$ cat src/rtl/multicycle_ctrl_unit_pkg.sv
// rtl/multicycle_ctrl_unit_pkg.sv - shared types and encodings for the multicycle RV32 control unit
package ctrl_pkg;

    typedef enum logic [4:0] {
        S_RESET_WAIT = 5'd0,
        S_FETCH      = 5'd1,
        S_DECODE     = 5'd2,
        S_EXEC_R     = 5'd3,
        S_EXEC_I     = 5'd4,
        S_ADDR       = 5'd5,
        S_MEM_RD     = 5'd6,
        S_WB_LOAD    = 5'd7,
        S_MEM_WR     = 5'd8,
        S_WB_ALU     = 5'd9,
        S_BRANCH     = 5'd10,
        S_JAL        = 5'd11,
        S_LUI        = 5'd12,
        S_TRAP       = 5'd13
    } state_t;

    localparam logic [6:0] OP_R      = 7'b0110011;
    localparam logic [6:0] OP_I      = 7'b0010011;
    localparam logic [6:0] OP_LOAD   = 7'b0000011;
    localparam logic [6:0] OP_STORE  = 7'b0100011;
    localparam logic [6:0] OP_BRANCH = 7'b1100011;
    localparam logic [6:0] OP_JAL    = 7'b1101111;
    localparam logic [6:0] OP_LUI    = 7'b0110111;

    localparam int ALU_ADD   = 1;
    localparam int ALU_SUB   = 2;
    localparam int ALU_FUNCT = 3;

    localparam logic [1:0] PCSRC_ALU    = 2'b00;
    localparam logic [1:0] PCSRC_ALUOUT = 2'b01;
    localparam logic [1:0] PCSRC_TRAP   = 2'b11;

    localparam logic [1:0] MUX4_B      = 2'b00;
    localparam logic [1:0] MUX4_FOUR   = 2'b01;
    localparam logic [1:0] MUX4_IMM    = 2'b10;
    localparam logic [1:0] MUX4_IMM_SH = 2'b11;

    localparam logic [1:0] M2R_ALUOUT = 2'b00;
    localparam logic [1:0] M2R_MDR    = 2'b01;
    localparam logic [1:0] M2R_PC     = 2'b10;
    localparam logic [1:0] M2R_IMM    = 2'b11;

    localparam int WAIT_W = 4;

    function automatic logic is_mem_state(input state_t s);
        return (s == S_FETCH) || (s == S_MEM_RD) || (s == S_MEM_WR);
    endfunction

endpackage

$ cat src/rtl/ctrl_wait_counter.sv
// rtl/ctrl_wait_counter.sv - loadable saturating down-counter with zero flag
module ctrl_wait_counter #(
    parameter int             W         = 4,
    parameter logic [W-1:0]   RESET_VAL = '0
) (
    input  logic         clk,
    input  logic         rst_n,
    input  logic         i_load,
    input  logic [W-1:0] i_load_val,
    input  logic         i_dec,
    output logic [W-1:0] o_count,
    output logic         o_zero
);

    logic [W-1:0] r_count;

    // Load wins over decrement; decrement stops at zero.
    always_ff @(posedge clk or negedge rst_n) begin
        if (!rst_n) begin
            r_count <= RESET_VAL;
        end else if (i_load) begin
            r_count <= i_load_val;
        end else if (i_dec && (r_count != '0)) begin
            r_count <= r_count - W'(1);
        end
    end

    assign o_count = r_count;
    assign o_zero  = (r_count == '0);

endmodule

$ cat src/rtl/multicycle_ctrl_unit.sv
// rtl/multicycle_ctrl_unit.sv - Moore control FSM for a multicycle RV32 core
module multicycle_ctrl_unit
    import ctrl_pkg::*;
#(
    parameter int MEM_LAT    = 0,
    parameter int RESET_IDLE = 1,
    parameter int ALUOP_W    = 3
) (
    input  logic               clk,
    input  logic               reset,
    input  logic [6:0]         OpCode,
    input  logic [2:0]         Funct3,
    input  logic               Zero,
    output logic               pcWrite,
    output logic               PCWriteCond,
    output logic               BranchNeg,
    output logic [1:0]         pcSource,
    output logic               MuxAlu1Sel,
    output logic [1:0]         Mux4Sel,
    output logic [ALUOP_W-1:0] ALUOp,
    output logic               IMemRead,
    output logic               DMemRead,
    output logic               wrMem,
    output logic               Load_ir,
    output logic               LoadMDR,
    output logic               regAWrite,
    output logic               regBWrite,
    output logic               AluOutWrite,
    output logic               regWrite,
    output logic [1:0]         memtoReg,
    output logic               epcWrite,
    output logic               illegalOp,
    output logic [4:0]         state_dbg
);

    state_t              r_state, w_next;
    logic                r_is_store;
    logic [WAIT_W-1:0]   w_idle_cnt, w_unused_wait_cnt;
    logic                w_wait_zero, w_unused_idle_zero, w_wait_load;
    logic                w_unused;

    // Branch resolution happens in the datapath, so Zero is never consulted here.
    assign w_unused = Zero;

    ctrl_wait_counter #(.W(WAIT_W), .RESET_VAL(WAIT_W'(RESET_IDLE))) u_idle_cnt (
        .clk(clk), .rst_n(reset), .i_load(1'b0), .i_load_val('0),
        .i_dec(r_state == S_RESET_WAIT),
        .o_count(w_idle_cnt), .o_zero(w_unused_idle_zero)
    );

    assign w_wait_load = (w_next != r_state) && is_mem_state(w_next);

    ctrl_wait_counter #(.W(WAIT_W), .RESET_VAL('0)) u_wait_cnt (
        .clk(clk), .rst_n(reset), .i_load(w_wait_load), .i_load_val(WAIT_W'(MEM_LAT)),
        .i_dec(is_mem_state(r_state)),
        .o_count(w_unused_wait_cnt), .o_zero(w_wait_zero)
    );

    always_ff @(posedge clk or negedge reset) begin
        if (!reset) begin
            r_state    <= S_RESET_WAIT;
            r_is_store <= 1'b0;
        end else begin
            r_state <= w_next;
            if (r_state == S_DECODE) r_is_store <= (OpCode == OP_STORE);
        end
    end

    assign state_dbg = r_state;

    always_comb begin
        w_next      = r_state;
        pcWrite     = 1'b0;
        PCWriteCond = 1'b0;
        BranchNeg   = 1'b0;
        pcSource    = PCSRC_ALU;
        MuxAlu1Sel  = 1'b0;
        Mux4Sel     = MUX4_B;
        ALUOp       = '0;
        IMemRead    = 1'b0;
        DMemRead    = 1'b0;
        wrMem       = 1'b0;
        Load_ir     = 1'b0;
        LoadMDR     = 1'b0;
        regAWrite   = 1'b0;
        regBWrite   = 1'b0;
        AluOutWrite = 1'b0;
        regWrite    = 1'b0;
        memtoReg    = M2R_ALUOUT;
        epcWrite    = 1'b0;
        illegalOp   = 1'b0;
        case (r_state)
            S_RESET_WAIT: if (w_idle_cnt <= WAIT_W'(1)) w_next = S_FETCH;
            S_FETCH: begin
                IMemRead = 1'b1;
                if (w_wait_zero) begin
                    Load_ir = 1'b1;
                    pcWrite = 1'b1;
                    Mux4Sel = MUX4_FOUR;
                    ALUOp   = ALUOP_W'(ALU_ADD);
                    w_next  = S_DECODE;
                end
            end
            S_DECODE: begin
                // Speculative branch target; the datapath applies any -4 correction.
                regAWrite   = 1'b1;
                regBWrite   = 1'b1;
                AluOutWrite = 1'b1;
                Mux4Sel     = MUX4_IMM_SH;
                ALUOp       = ALUOP_W'(ALU_ADD);
                case (OpCode)
                    OP_R:               w_next = S_EXEC_R;
                    OP_I:               w_next = S_EXEC_I;
                    OP_LOAD, OP_STORE:  w_next = S_ADDR;
                    OP_BRANCH:          w_next = (Funct3[2:1] == 2'b00) ? S_BRANCH : S_TRAP;
                    OP_JAL:             w_next = S_JAL;
                    OP_LUI:             w_next = S_LUI;
                    default:            w_next = S_TRAP;
                endcase
            end
            S_EXEC_R, S_EXEC_I: begin
                MuxAlu1Sel  = 1'b1;
                Mux4Sel     = (r_state == S_EXEC_R) ? MUX4_B : MUX4_IMM;
                ALUOp       = ALUOP_W'(ALU_FUNCT);
                AluOutWrite = 1'b1;
                w_next      = S_WB_ALU;
            end
            S_ADDR: begin
                MuxAlu1Sel  = 1'b1;
                Mux4Sel     = MUX4_IMM;
                ALUOp       = ALUOP_W'(ALU_ADD);
                AluOutWrite = 1'b1;
                w_next      = r_is_store ? S_MEM_WR : S_MEM_RD;
            end
            S_MEM_RD: begin
                DMemRead = 1'b1;
                if (w_wait_zero) begin
                    LoadMDR = 1'b1;
                    w_next  = S_WB_LOAD;
                end
            end
            S_WB_LOAD: begin
                regWrite = 1'b1;
                memtoReg = M2R_MDR;
                w_next   = S_FETCH;
            end
            S_MEM_WR: begin
                wrMem = 1'b1;
                if (w_wait_zero) w_next = S_FETCH;
            end
            S_WB_ALU: begin
                regWrite = 1'b1;
                memtoReg = M2R_ALUOUT;
                w_next   = S_FETCH;
            end
            S_BRANCH: begin
                MuxAlu1Sel  = 1'b1;
                Mux4Sel     = MUX4_B;
                ALUOp       = ALUOP_W'(ALU_SUB);
                PCWriteCond = 1'b1;
                pcSource    = PCSRC_ALUOUT;
                BranchNeg   = Funct3[0];
                w_next      = S_FETCH;
            end
            S_JAL: begin
                regWrite = 1'b1;
                memtoReg = M2R_PC;
                pcWrite  = 1'b1;
                pcSource = PCSRC_ALUOUT;
                w_next   = S_FETCH;
            end
            S_LUI: begin
                regWrite = 1'b1;
                memtoReg = M2R_IMM;
                w_next   = S_FETCH;
            end
            S_TRAP: begin
                epcWrite  = 1'b1;
                illegalOp = 1'b1;
                pcWrite   = 1'b1;
                pcSource  = PCSRC_TRAP;
                w_next    = S_FETCH;
            end
            default: w_next = S_FETCH;
        endcase
    end

endmodule

$ cat config.mk
export PLATFORM = sky130hd
export DESIGN_NAME = multicycle_ctrl_unit
export DESIGN_NICKNAME = d
export VERILOG_FILES = /design/src/rtl/multicycle_ctrl_unit_pkg.sv /design/src/rtl/ctrl_wait_counter.sv /design/src/rtl/multicycle_ctrl_unit.sv
export SDC_FILE = /design/constraint.sdc
export NUM_CORES = 1
export LEC_CHECK = 0
export BUFFER_PORTS_ARGS = -buffer_cell sky130_fd_sc_hd__clkbuf_2
export CORE_MARGIN = 5
export CORE_UTILIZATION = 46
export CTS_BUF_LIST = sky130_fd_sc_hd__clkbuf_16
export DETAILED_ROUTE_END_ITERATION = 8
export MAX_ROUTING_LAYER = met4
export PLACE_DENSITY_LB_ADDON = 0.08
export SKIP_LAST_GASP = 1
export SYNTH_ARGS = -nofsm -noshare
export SYNTH_HDL_FRONTEND = slang
export SYNTH_SLANG_ARGS = --single-unit
$ cat constraint.sdc
create_clock -name clk -period 2.1 [get_ports clk]
set_input_delay 0.105 -clock clk [delete_from_list [all_inputs] [get_ports clk]]
set_output_delay 0.105 -clock clk [all_outputs]
set_load 0.02 [all_outputs]
Word level (Yosys, flattened, before mapping):

Cells that the tools add are included.

* register bits: 14
* latch bits: 0
* RAM bits: 0
* bits in read-only memories: 0
* input port bits: 13
* output and inout bits: 29
* word-level logic and storage cells: 83
* memories kept: 0

* add/sub/neg operators: 2
* multiply operators: 0
* divide/modulo/power cells: 0
* magnitude comparators: 1
* eq/ne operators: 24
* shift-type cells: 0
* muxes and demuxes: 31
* bitwise gates (word level): 0
* reductions and logical operators: 21

Operators with widths (count)
* 5-bit by 4-bit equality test with 1-bit output (second input constant): 7
* 5-bit one-hot mux with 7 select lines: 1
* 5-bit by 3-bit equality test with 1-bit output (second input constant): 5
* 4-bit one-hot mux with 6 select lines: 1
* 7-bit by 6-bit equality test with 1-bit output (second input constant): 3
* 5-bit 2-to-1 mux: 4
* 2-bit one-hot mux with 4 select lines: 2
* 1-bit 2-to-1 mux: 15
* 7-bit equality test (second input constant): 2
* 4-bit 2-to-1 mux: 3
* 4-bit OR reduction: 3
* 5-bit by 1-bit equality test with 1-bit output (second input constant): 2
* 5-bit by 2-bit equality test with 1-bit output (second input constant): 2
* 2-bit OR reduction: 5
* 4-bit nonzero test: 2
* 4-bit by 1-bit subtractor with 4-bit output (second input constant): 2
* 7-bit by 2-bit equality test with 1-bit output (second input constant): 1
* 7-bit by 5-bit equality test with 1-bit output (second input constant): 1
* 2-bit one-hot mux with 3 select lines: 1
* 5-bit zero test: 1
* 5-bit inequality test: 1
* 4-bit by 1-bit <= comparator with 1-bit output (second input constant): 1
* 4-bit zero test: 1
* 1-bit logical OR: 4
* 7 further kinds: 9

Longest topological paths before layout:

Gate-level depths: netlist of run 1.

* depth after elaboration: 9
* mapped depth: 8
* gate-level depth less buffers: 8

By module:

A second synthesis of run 1 with hierarchy kept.

* cell total of the unflattened synthesis: 192
* area, all modules: 1515.2 um2

Modules (own cells, without submodules)
* multicycle_ctrl_unit: times used 1, cells an instance 138, area each 973.4 um2, seq. area each 150.1 um2
* ctrl_wait_counter (u_idle_cnt): times used 1, cells an instance 27, area each 271.5 um2, seq. area each 101.3 um2
* ctrl_wait_counter (u_wait_cnt): times used 1, cells an instance 27, area each 270.3 um2, seq. area each 100.1 um2

Least setup slack after synthesis of run 1:

OpenSTA, ideal clock, no wires.

* path type: register to output
* start point: reg r_state[2] (netlist: state_dbg[2])
* end point: out LoadMDR
* data arrival time: 2.225 ns
* path slack: -0.230 ns
* stages on the path, launching flop included: 6
* cell sequence: dfrtp_1 -> buf_2 -> buf_2 -> or2b_2 -> nor3_1 -> a21boi_0

* longest elaborated chain between the ends: 2

Ends and longest elaborated chain
* start: declaration: RTL line multicycle_ctrl_unit.sv:36 `state_t r_state, w_next;`
* start signal: assignment: RTL line multicycle_ctrl_unit.sv:64 `r_state <= w_next;`
* 5-bit by 3-bit equality test with 1-bit output: RTL line multicycle_ctrl_unit.sv:92 `case (r_state)`
* 1-bit 2-to-1 mux: RTL line multicycle_ctrl_unit.sv:92
* end: declaration: RTL line multicycle_ctrl_unit.sv:25 `output logic LoadMDR,`

No other way between the ends.

Worst setup path after layout of run 1:

* start point: reg u_wait_cnt.r_count[0] (netlist: u_wait_cnt.o_count[0])
* end point: reg u_wait_cnt.r_count[0] (netlist: u_wait_cnt.o_count[0])

* longest elaborated chain between the ends: 8
* elaborated cells between the ends (all ways): 18
* classes of those cells: 1 x add/sub; 4 x eq/ne; 6 x mux; 7 x reduce/logical

Ends and longest elaborated chain
* start: declaration: RTL line ctrl_wait_counter.sv:15 `logic [W-1:0] r_count;`
* start signal: assignment: RTL line ctrl_wait_counter.sv:22 `r_count <= i_load_val;`
* start signal: assignment: RTL line ctrl_wait_counter.sv:24 `r_count <= r_count - W'(1);`
* 4-bit zero test (*): RTL line ctrl_wait_counter.sv:29 `assign o_zero = (r_count == '0);`
* 5-bit 2-to-1 mux (on tied branches): RTL line multicycle_ctrl_unit.sv:149, multicycle_ctrl_unit.sv:96, multicycle_ctrl_unit.sv:137
* 5-bit one-hot mux with 7 select lines (*): RTL line multicycle_ctrl_unit.sv:92
* net w_next[0]: RTL line multicycle_ctrl_unit.sv:36
* 5-bit by 1-bit equality test with 1-bit output / 5-bit by 3-bit equality test with 1-bit output (equally long branches): RTL line multicycle_ctrl_unit_pkg.sv:50 `return (s == S_FETCH) || (s == S_MEM_RD) || (s == S_MEM_WR);`
* 1-bit logical OR (2 in a row): RTL line multicycle_ctrl_unit_pkg.sv:50
* 1-bit logical AND (*): RTL line multicycle_ctrl_unit.sv:51 `assign w_wait_load = (w_next != r_state) && is_mem_state(w_next);`
* 4-bit 2-to-1 mux / 2-bit nonzero test (equally long branches)

Mark *: on every way through the listed nets, which the timed path passes. The rest lies on a longest branch. The select of a mux whose other input is x is not followed.
A chain may end at the register's enable or synchronous reset.

==> insert_results.sql, run 1 <==
INSERT INTO impl_metrics (metric_group, metric, value, unit) VALUES
('status', 'result_of_the_run', 'completed', ''),
('synthesis', 'post_synth_inst_count', '170', ''),
('synthesis', 'synth_area_per_cell', '8.06', 'µm²'),
('global_routing', 'grtUsageTotal', '0.206', ''),
('worst_setup_path', 'timing_worst_setup_path_type', 'reg -> reg', ''),
('die', 'num_io_pins', '42', ''),
('synthesis', 'post-synth-top-count-cell', 'sky130_fd_sc_hd__a21oi_1', ''),
('global_routing', 'grt_overflow_total', '0', ''),
('hold_path', 'holdPathEnd', 'r_is_store', ''),
('synthesis', 'synth_largest_area_cell', 'sky130_fd_sc_hd__dfrtp_1', ''),
('sta', 'finalWorstPathRequiredPeriod', '2.09', 'ns'),
('clock_tree', 'root_buffer', 'sky130_fd_sc_hd__clkbuf_16', ''),
('placement', 'detailedPlace.worstSlack', '-0.0254', 'ns'),
('global_routing', 'grt_pass1_wl', '6630', 'µm'),
('clock_tree', 'latest_clock_arrival_within_the_worst_skew_pair', '0.25', 'ns'),
('worst_setup_path', 'critical_path.endpoint_type', 'register', ''),
('synthesis', 'synth.top_cell.area_share', '0.237', ''),
('worst_setup_path', 'worstSetupStartpointType', 'register', ''),
('die', 'die_area', '0.00417', 'mm²'),
('job', 'maxCapViolations', '0', ''),
('detailed_routing', 'initial_detailed_routing_violation_count', '86', ''),
('detailed_routing', 'detail_route.first_pass.iterations', '4', ''),
('placement', 'postPlaceCellArea', '0.00172', 'mm²'),
('placement', 'detailed_place_hpwl', '3060', 'µm'),
('die', 'die_height', '64.6', 'µm'),
('synthesis', 'synth-edff-count', '0', ''),
('synthesis', 'synthesis.yosys.warnings', '0', ''),
('final_layout', 'seq_area', '352', 'µm²'),
('placement', 'place_congestion', '0.812', ''),
('sta', 'skew', '0.00371', 'ns'),
('synthesis', 'netlist_top_cells_area', 'sky130_fd_sc_hd__dfrtp_1 24%, sky130_fd_sc_hd__a21oi_1 6.2%, sky130_fd_sc_hd__nor2_1 4.1%', ''),
('synthesis', 'synth_commonest_cells', '17 x sky130_fd_sc_hd__a21oi_1, 15 x sky130_fd_sc_hd__nor2_1, 13 x sky130_fd_sc_hd__dfrtp_1, 10 x sky130_fd_sc_hd__nand2_1', ''),
('synthesis', 'synth_flop_cell', 'sky130_fd_sc_hd__dfrtp_1', ''),
('pwr', 'vdd_drop_max', '0.000647', 'V'),
('clock_tree', 'path_clk_slew', '0.05', 'ns'),
('placement', 'io_buffer_count', '39', ''),
('final_layout', 'postLayoutCellArea', '0.00187', 'mm²'),
('synthesis', 'simple_gate_portion_of_the_synthesized_area', '0.280', ''),
('placement', 'place_inst', '251', ''),
('die', 'start_util', '0.488', ''),
('synthesis', 'synth_compound_area_frac', '0.281', ''),
('detailed_routing', 'route.detailed.wl_per_inst', '15.3', 'µm'),
('sta', 'setup_viol', '0', ''),
('worst_setup_path', 'max_stage_delay_on_crit_path', '0.40', 'ns'),
('synthesis', 'xor_and_xnor_area_share_after_synthesis', '0.0384', ''),
('worst_setup_path', 'r2r.worst_path.cells', '8', ''),
('sta', 'drv_slew', '0', ''),
('worst_setup_path', 'critPathSlowestCell', 'sky130_fd_sc_hd__a2111o_1', ''),
('die', 'num_rows', '19', ''),
('clock_tree', 'cts-buffers-inserted', '3', ''),
('detailed_routing', 'vias', '1486', ''),
('hold_path', 'hp-start', 'OpCode[0]', ''),
('synthesis', 'main_combinational_cell_family_by_area_after_synthesis', 'compound AO/OA/AOI/OAI gates', ''),
('clock_tree', 'clock_tree.htree_level_count', '1', ''),
('detailed_routing', 'antenna_violating_nets_post_route', '0', ''),
('synthesis', 'synth.area.mux_share', '0.0219', ''),
('sta', 'maxClockFrequency', '0.479', 'GHz'),
('detailed_routing', 'route.final.wire_length', '3960', 'µm'),
('worst_setup_path', 'reg2reg_from', 'u_wait_cnt.o_count[0]', ''),
('synthesis', 'netlist_area', '0.00137', 'mm²'),
('synthesis', 'synth_fa_ha_area_frac', '0.0365', ''),
('global_routing', 'maximum_number_of_pins_on_one_net_before_global_route_repair', '20', ''),
('clock_tree', 'cts_num_sinks', '14', ''),
('die', 'core-area', '0.00281', 'mm²'),
('worst_setup_path', 'cp_cell_sequence', 'inv_2 -> ha_4 -> nor3b_4 -> buf_4 -> a311o_2 -> a2111o_1 -> o31ai_4 -> a21oi_1', ''),
('sta', 'post-route-worst-setup-slack', '0.0106', 'ns'),
('final_layout', 'area_growth', '36.3', '%'),
('hold_path', 'holdPathStages', '3', ''),
('clock_tree', 'cts.path.max_buffers', '2', ''),
('final_layout', 'diodes', '0', ''),
('sta', 'timing.final.hold_violations', '0', '');
[per-layer routing]
metal | global-route usage | part of all wire
met1 | 0.248 | 0.42
met2 | 0.349 | 0.51
met3 | 0.0449 | 0.062
met4 | 0.0554 | 0.0066
met5 | - | 0
[power by group]
part / internal (mW) / switching (mW) / leakage (nW) / total (mW)
combinational: 0.516 / 0.705 / 0.670 / 1.22
sequential: 0.307 / 0.0492 / 0.184 / 0.356
clock: 0.253 / 0.119 / 0.0385 / 0.372
[worst max-delay path, delay by kind of cell, from the launching register on]
kind,cells,cell delay [ns]
AND/OR/NAND/NOR,1,0.16
flip-flops,1,0.38
AO/OA/AOI/OAI,4,1.08
adder cells (fa/ha/maj),1,0.16
buffers and inverters,2,0.21
[stage by stage]
step	hold WS, ns	utilization	power [mW]
after CTS	0.176	0.655	1.92
final	0.175	0.665	1.95
after detailed placement	0.0334	0.612	1.52
after global placement	0.0272	0.612	1.50
after global routing	0.226	0.665	2.07
after floorplan	-0.191	-	1.09
[layout by cell type, fill, tap and decap left out, drive strengths merged, types with 2 or more instances in the layout]
master	netlist	routed
buf	8	26
conb	1	2
inv	10	10
o21ai	10	10
or2	3	3
nor4	3	3
or2b	3	3
a22oi	2	2
xor2	2	2
a211oi	2	2
and2	2	2
a311o	2	2
a22o	2	2
ha	4	4
a31oi	3	3
nor3	6	6
mux2i	3	3
dfrtp	13	13
nor2	15	15
a21oi	17	17
clkbuf	4	41
xnor2	4	4
a21boi	2	2
o211ai	3	3
nor2b	6	6
nor3b	6	6
nand2	10	10
nand4b	2	2
a211o	2	2
nand3	3	3
[kinds of logic (layout without fill, tap and decap cells)]
family          after synthesis  count (layout)
compound gates               53              53
xor+xnor                      6               6
fa+ha+maj                     4               4
buf+inv                      22              79
flops                        14              14
mux                           3               3
other cells                   1               2
simple gates                 67              67
[area by class of cell]
type                       count  share of cell area
multi-input combinational    135               0.511
timing repair buffer          65               0.217
sequential                    14               0.188
clock buffer                   3              0.0402
tap                           31              0.0208
inverter                      10              0.0201
clock inverter                 1             0.00201
[state kept, by name (all words and copies together) (netlist names)]
name,count
r_is_store,1
state_dbg,5
u_idle_cnt.o_count,4
u_wait_cnt.o_count,4
[timing repair]
item                                    CTS  global route
pin swaps                                 5             4
endpoints found under the setup margin    4             5
hold buffers                              1             0
buffers inserted                          3             1
gates resized for setup                   6             5
endpoints found under the hold margin    13             0
[how the worst max path moves through the flow]
stage | end | slack [ns] | cells past startpoint
after floorplan | u_wait_cnt.o_count[0] | 0.01 | 8
after global placement | u_wait_cnt.o_count[3] | 0.04 | 10
after detailed placement | u_wait_cnt.o_count[2] | -0.03 | 10
after CTS | u_wait_cnt.o_count[0] | 0.03 | 8
after global routing | u_wait_cnt.o_count[0] | -0.10 | 8
final | u_wait_cnt.o_count[0] | 0.01 | 8
Note: power is estimated with default switching activity, not from simulation.
==> run 2: changes to the inputs <==
CORE_MARGIN = default   (was 5)
RECOVER_POWER = 25   (was default)
==> insert_results.sql, run 2 (synthesis gave the netlist of run 1 again) <==
INSERT INTO impl_metrics (metric_group, metric, value, unit) VALUES
('detailed_routing', 'initial_detailed_routing_violation_count', '34', ''),
('final_layout', 'multi_input_comb_area', '950', 'µm²'),
('final_layout', 'postLayoutCellArea', '0.00187', 'mm²'),
('sta', 'finalHoldWorstSlack', '0.193', 'ns'),
('global_routing', 'via_count_of_the_first_global_routing_pass', '1363', ''),
('sta', 'skew', '0.00262', 'ns'),
('final_layout', 'diodes', '0', ''),
('clock_tree', 'root_buffer', 'sky130_fd_sc_hd__clkbuf_16', ''),
('worst_setup_path', 'rrSetupSlack', '0.08', 'ns'),
('final_layout', 'seq_area', '354', 'µm²'),
('placement', 'place_inst', '252', ''),
('clock_tree', 'latest_clock_arrival_within_the_worst_skew_pair', '0.24', 'ns'),
('worst_setup_path', 'worstSetupStartpointType', 'register', ''),
('clock_tree', 'cts.path.max_buffers', '2', ''),
('final_layout', 'fill_cells', '234', ''),
('die', 'start_util', '0.493', ''),
('final_layout', 'layout.core_utilization', '0.672', ''),
('worst_setup_path', 'reg2reg_from', 'u_idle_cnt.o_count[0]', ''),
('clock_tree', 'clock_tree.htree_level_count', '1', ''),
('global_routing', 'maximum_number_of_pins_on_one_net_before_global_route_repair', '20', ''),
('placement', 'io_buffer_count', '39', ''),
('hold_path', 'holdPathStages', '3', ''),
('final_layout', 'finalNetCount', '248', ''),
('final_layout', 'most_frequent_cells_in_the_layout', '37 x sky130_fd_sc_hd__clkbuf_2, 28 x sky130_fd_sc_hd__buf_4, 16 x sky130_fd_sc_hd__a21oi_1', ''),
('sta', 'finalWorstPathRequiredPeriod', '2.02', 'ns'),
('pwr', 'power-per-cell-area', '1030', 'mW/mm²'),
('die', 'die_x', '56.6', 'µm'),
('final_layout', 'layout.cells.most_common', 'sky130_fd_sc_hd__clkbuf_2', ''),
('hold_path', 'holdPathEnd', 'r_is_store', ''),
('worst_setup_path', 'cp_max_fo', '4', ''),
('placement', 'postPlaceCellArea', '0.00171', 'mm²'),
('hold_path', 'hp-start', 'OpCode[0]', ''),
('die', 'num_rows', '19', ''),
('clock_tree', 'cts_num_sinks', '14', ''),
('sta', 'drv_slew', '0', ''),
('global_routing', 'grtUsageTotal', '0.257', ''),
('detailed_routing', 'vias', '1480', ''),
('detailed_routing', 'antenna_violating_nets_post_route', '0', ''),
('global_routing', 'grt_overflow_total', '0', ''),
('clock_tree', 'tritoncts', 'yes', ''),
('detailed_routing', 'met1_length', '1660', 'µm'),
('pwr', 'vdd_drop_max', '0.000709', 'V'),
('pwr', 'design_power_total', '1.92', 'mW'),
('final_layout', 'post_layout_nonfiller_instances', '261', ''),
('clock_tree', 'cts-buffers-inserted', '3', ''),
('pwr', 'static-leakage-power', '0.888', 'nW'),
('sta', 'setup_viol', '0', ''),
('detailed_routing', 'met2WireLength', '1940', 'µm'),
('detailed_routing', 'route.detailed.wl_per_inst', '14.4', 'µm'),
('clock_tree', 'path_clk_slew', '0.04', 'ns'),
('worst_setup_path', 'r2r.worst_path.cells', '7', ''),
('placement', 'place_congestion', '0.856', ''),
('job', 'maxCapViolations', '0', ''),
('worst_setup_path', 'cp.arrival', '2.13', 'ns'),
('sta', 'maxClockFrequency', '0.494', 'GHz'),
('final_layout', 'flip_flop_count_of_the_largest_register_all_copies_and_words_added', '5', ''),
('placement', 'detailed_place_hpwl', '2800', 'µm'),
('global_routing', 'antenna_violations_before_repair', '0', ''),
('worst_setup_path', 'critical_path.endpoint_type', 'register', ''),
('detailed_routing', 'route.final.wire_length', '3760', 'µm'),
('detailed_routing', 'vias_per_cell', '5.67', ''),
('worst_setup_path', 'timing_worst_setup_path_type', 'reg -> reg', ''),
('hold_path', 'hold_class', 'in -> reg', ''),
('global_routing', 'grt_pass1_wl', '6300', 'µm'),
('detailed_routing', 'top_layer_used', 'met4', ''),
('worst_setup_path', 'worst_r2r_endpoint', 'u_wait_cnt.o_count[0]', ''),
('detailed_routing', 'route.met3.wl', '117', 'µm'),
('worst_setup_path', 'crit_required', '2.21', 'ns'),
('final_layout', 'area_growth', '36.3', '%'),
('die', 'core-area', '0.00278', 'mm²'),
('sta', 'min_period_over_period', '0.964', ''),
('sta', 'worstMarginPinSlew', '0.754', 'ns'),
('die', 'die_height', '56.6', 'µm'),
('final_layout', 'fraction_of_final_layout_cells_sized_beyond_drive_strength_1', '0.430', ''),
('die', 'num_io_pins', '42', ''),
('sta', 'max_slew_margin', '0.497', ''),
('sta', 'rsz0062_at_grt', 'yes', ''),
('status', 'result_of_the_run', 'completed', ''),
('die', 'die_area', '0.00320', 'mm²'),
('sta', 'timing.final.hold_violations', '0', ''),
('detailed_routing', 'route.detailed.drc', '0', ''),
('detailed_routing', 'detail_route.first_pass.iterations', '4', '');
==> run 2: through the flow <==
step                      setup TNS (ns)  setup slack [ns]
after floorplan                        0            0.0141
after CTS                              0            0.0172
final                                  0            0.0762
after global placement                 0            0.0500
after detailed placement          -0.159           -0.0466
after global routing             -0.0842           -0.0368
==> run 2: where the power goes <==
part	total, mW	internal [mW]	switching [mW]
Combinational	1.20	0.510	0.689
Clock	0.355	0.251	0.104
Sequential	0.370	0.310	0.0600
==> run 2: worst max-delay path: stages, from the launching register on <==
cell and delay (ns):
sky130_fd_sc_hd__dfstp_2 0.57, sky130_fd_sc_hd__inv_2 0.05, sky130_fd_sc_hd__ha_2 0.18, sky130_fd_sc_hd__o211ai_1 0.21, sky130_fd_sc_hd__a31oi_1 0.15, sky130_fd_sc_hd__a2111o_1 0.36
sky130_fd_sc_hd__o31ai_4 0.26, sky130_fd_sc_hd__a21oi_1 0.11
==> run 2: how the worst max path moves through the flow <==
stage | startpoint | end | slack, ns | depth (start not counted)
after floorplan | state_dbg[3] | u_wait_cnt.o_count[0] | 0.01 | 8
after global placement | u_wait_cnt.o_count[0] | u_wait_cnt.o_count[3] | 0.05 | 8
after detailed placement | u_wait_cnt.o_count[0] | u_wait_cnt.o_count[2] | -0.05 | 8
after CTS | u_wait_cnt.o_count[0] | u_wait_cnt.o_count[3] | 0.02 | 10
after global routing | u_idle_cnt.o_count[0] | u_wait_cnt.o_count[1] | -0.04 | 7
final | u_idle_cnt.o_count[0] | u_wait_cnt.o_count[0] | 0.08 | 7
==> run 2: final cells by class <==
cell class,count,share of cell area
Multi-Input combinational cell,135,0.508
Timing Repair Buffer,67,0.219
Sequential cell,14,0.190
Clock buffer,3,0.0402
Tap cell,31,0.0208
Inverter,10,0.0201
Clock inverter,1,0.00201
==> run 2: timing repair <==
item | 4_1_cts | 5_1_grt
gates cloned | 0 | 0
resized for setup | 1 | 15
endpoints found under the setup margin | 5 | 6
pin swaps | 0 | 3
buffers inserted | 0 | 4
hold buffers | 1 | 0
hold endpoints to repair | 13 | 0
==> run 2: routing by layer <==
layer / vias up / track usage
li1: 737 / -
met5: - / -
met4: 0 / 0.101
met2: 36 / 0.430
met3: 5 / 0.0184
met1: 702 / 0.322
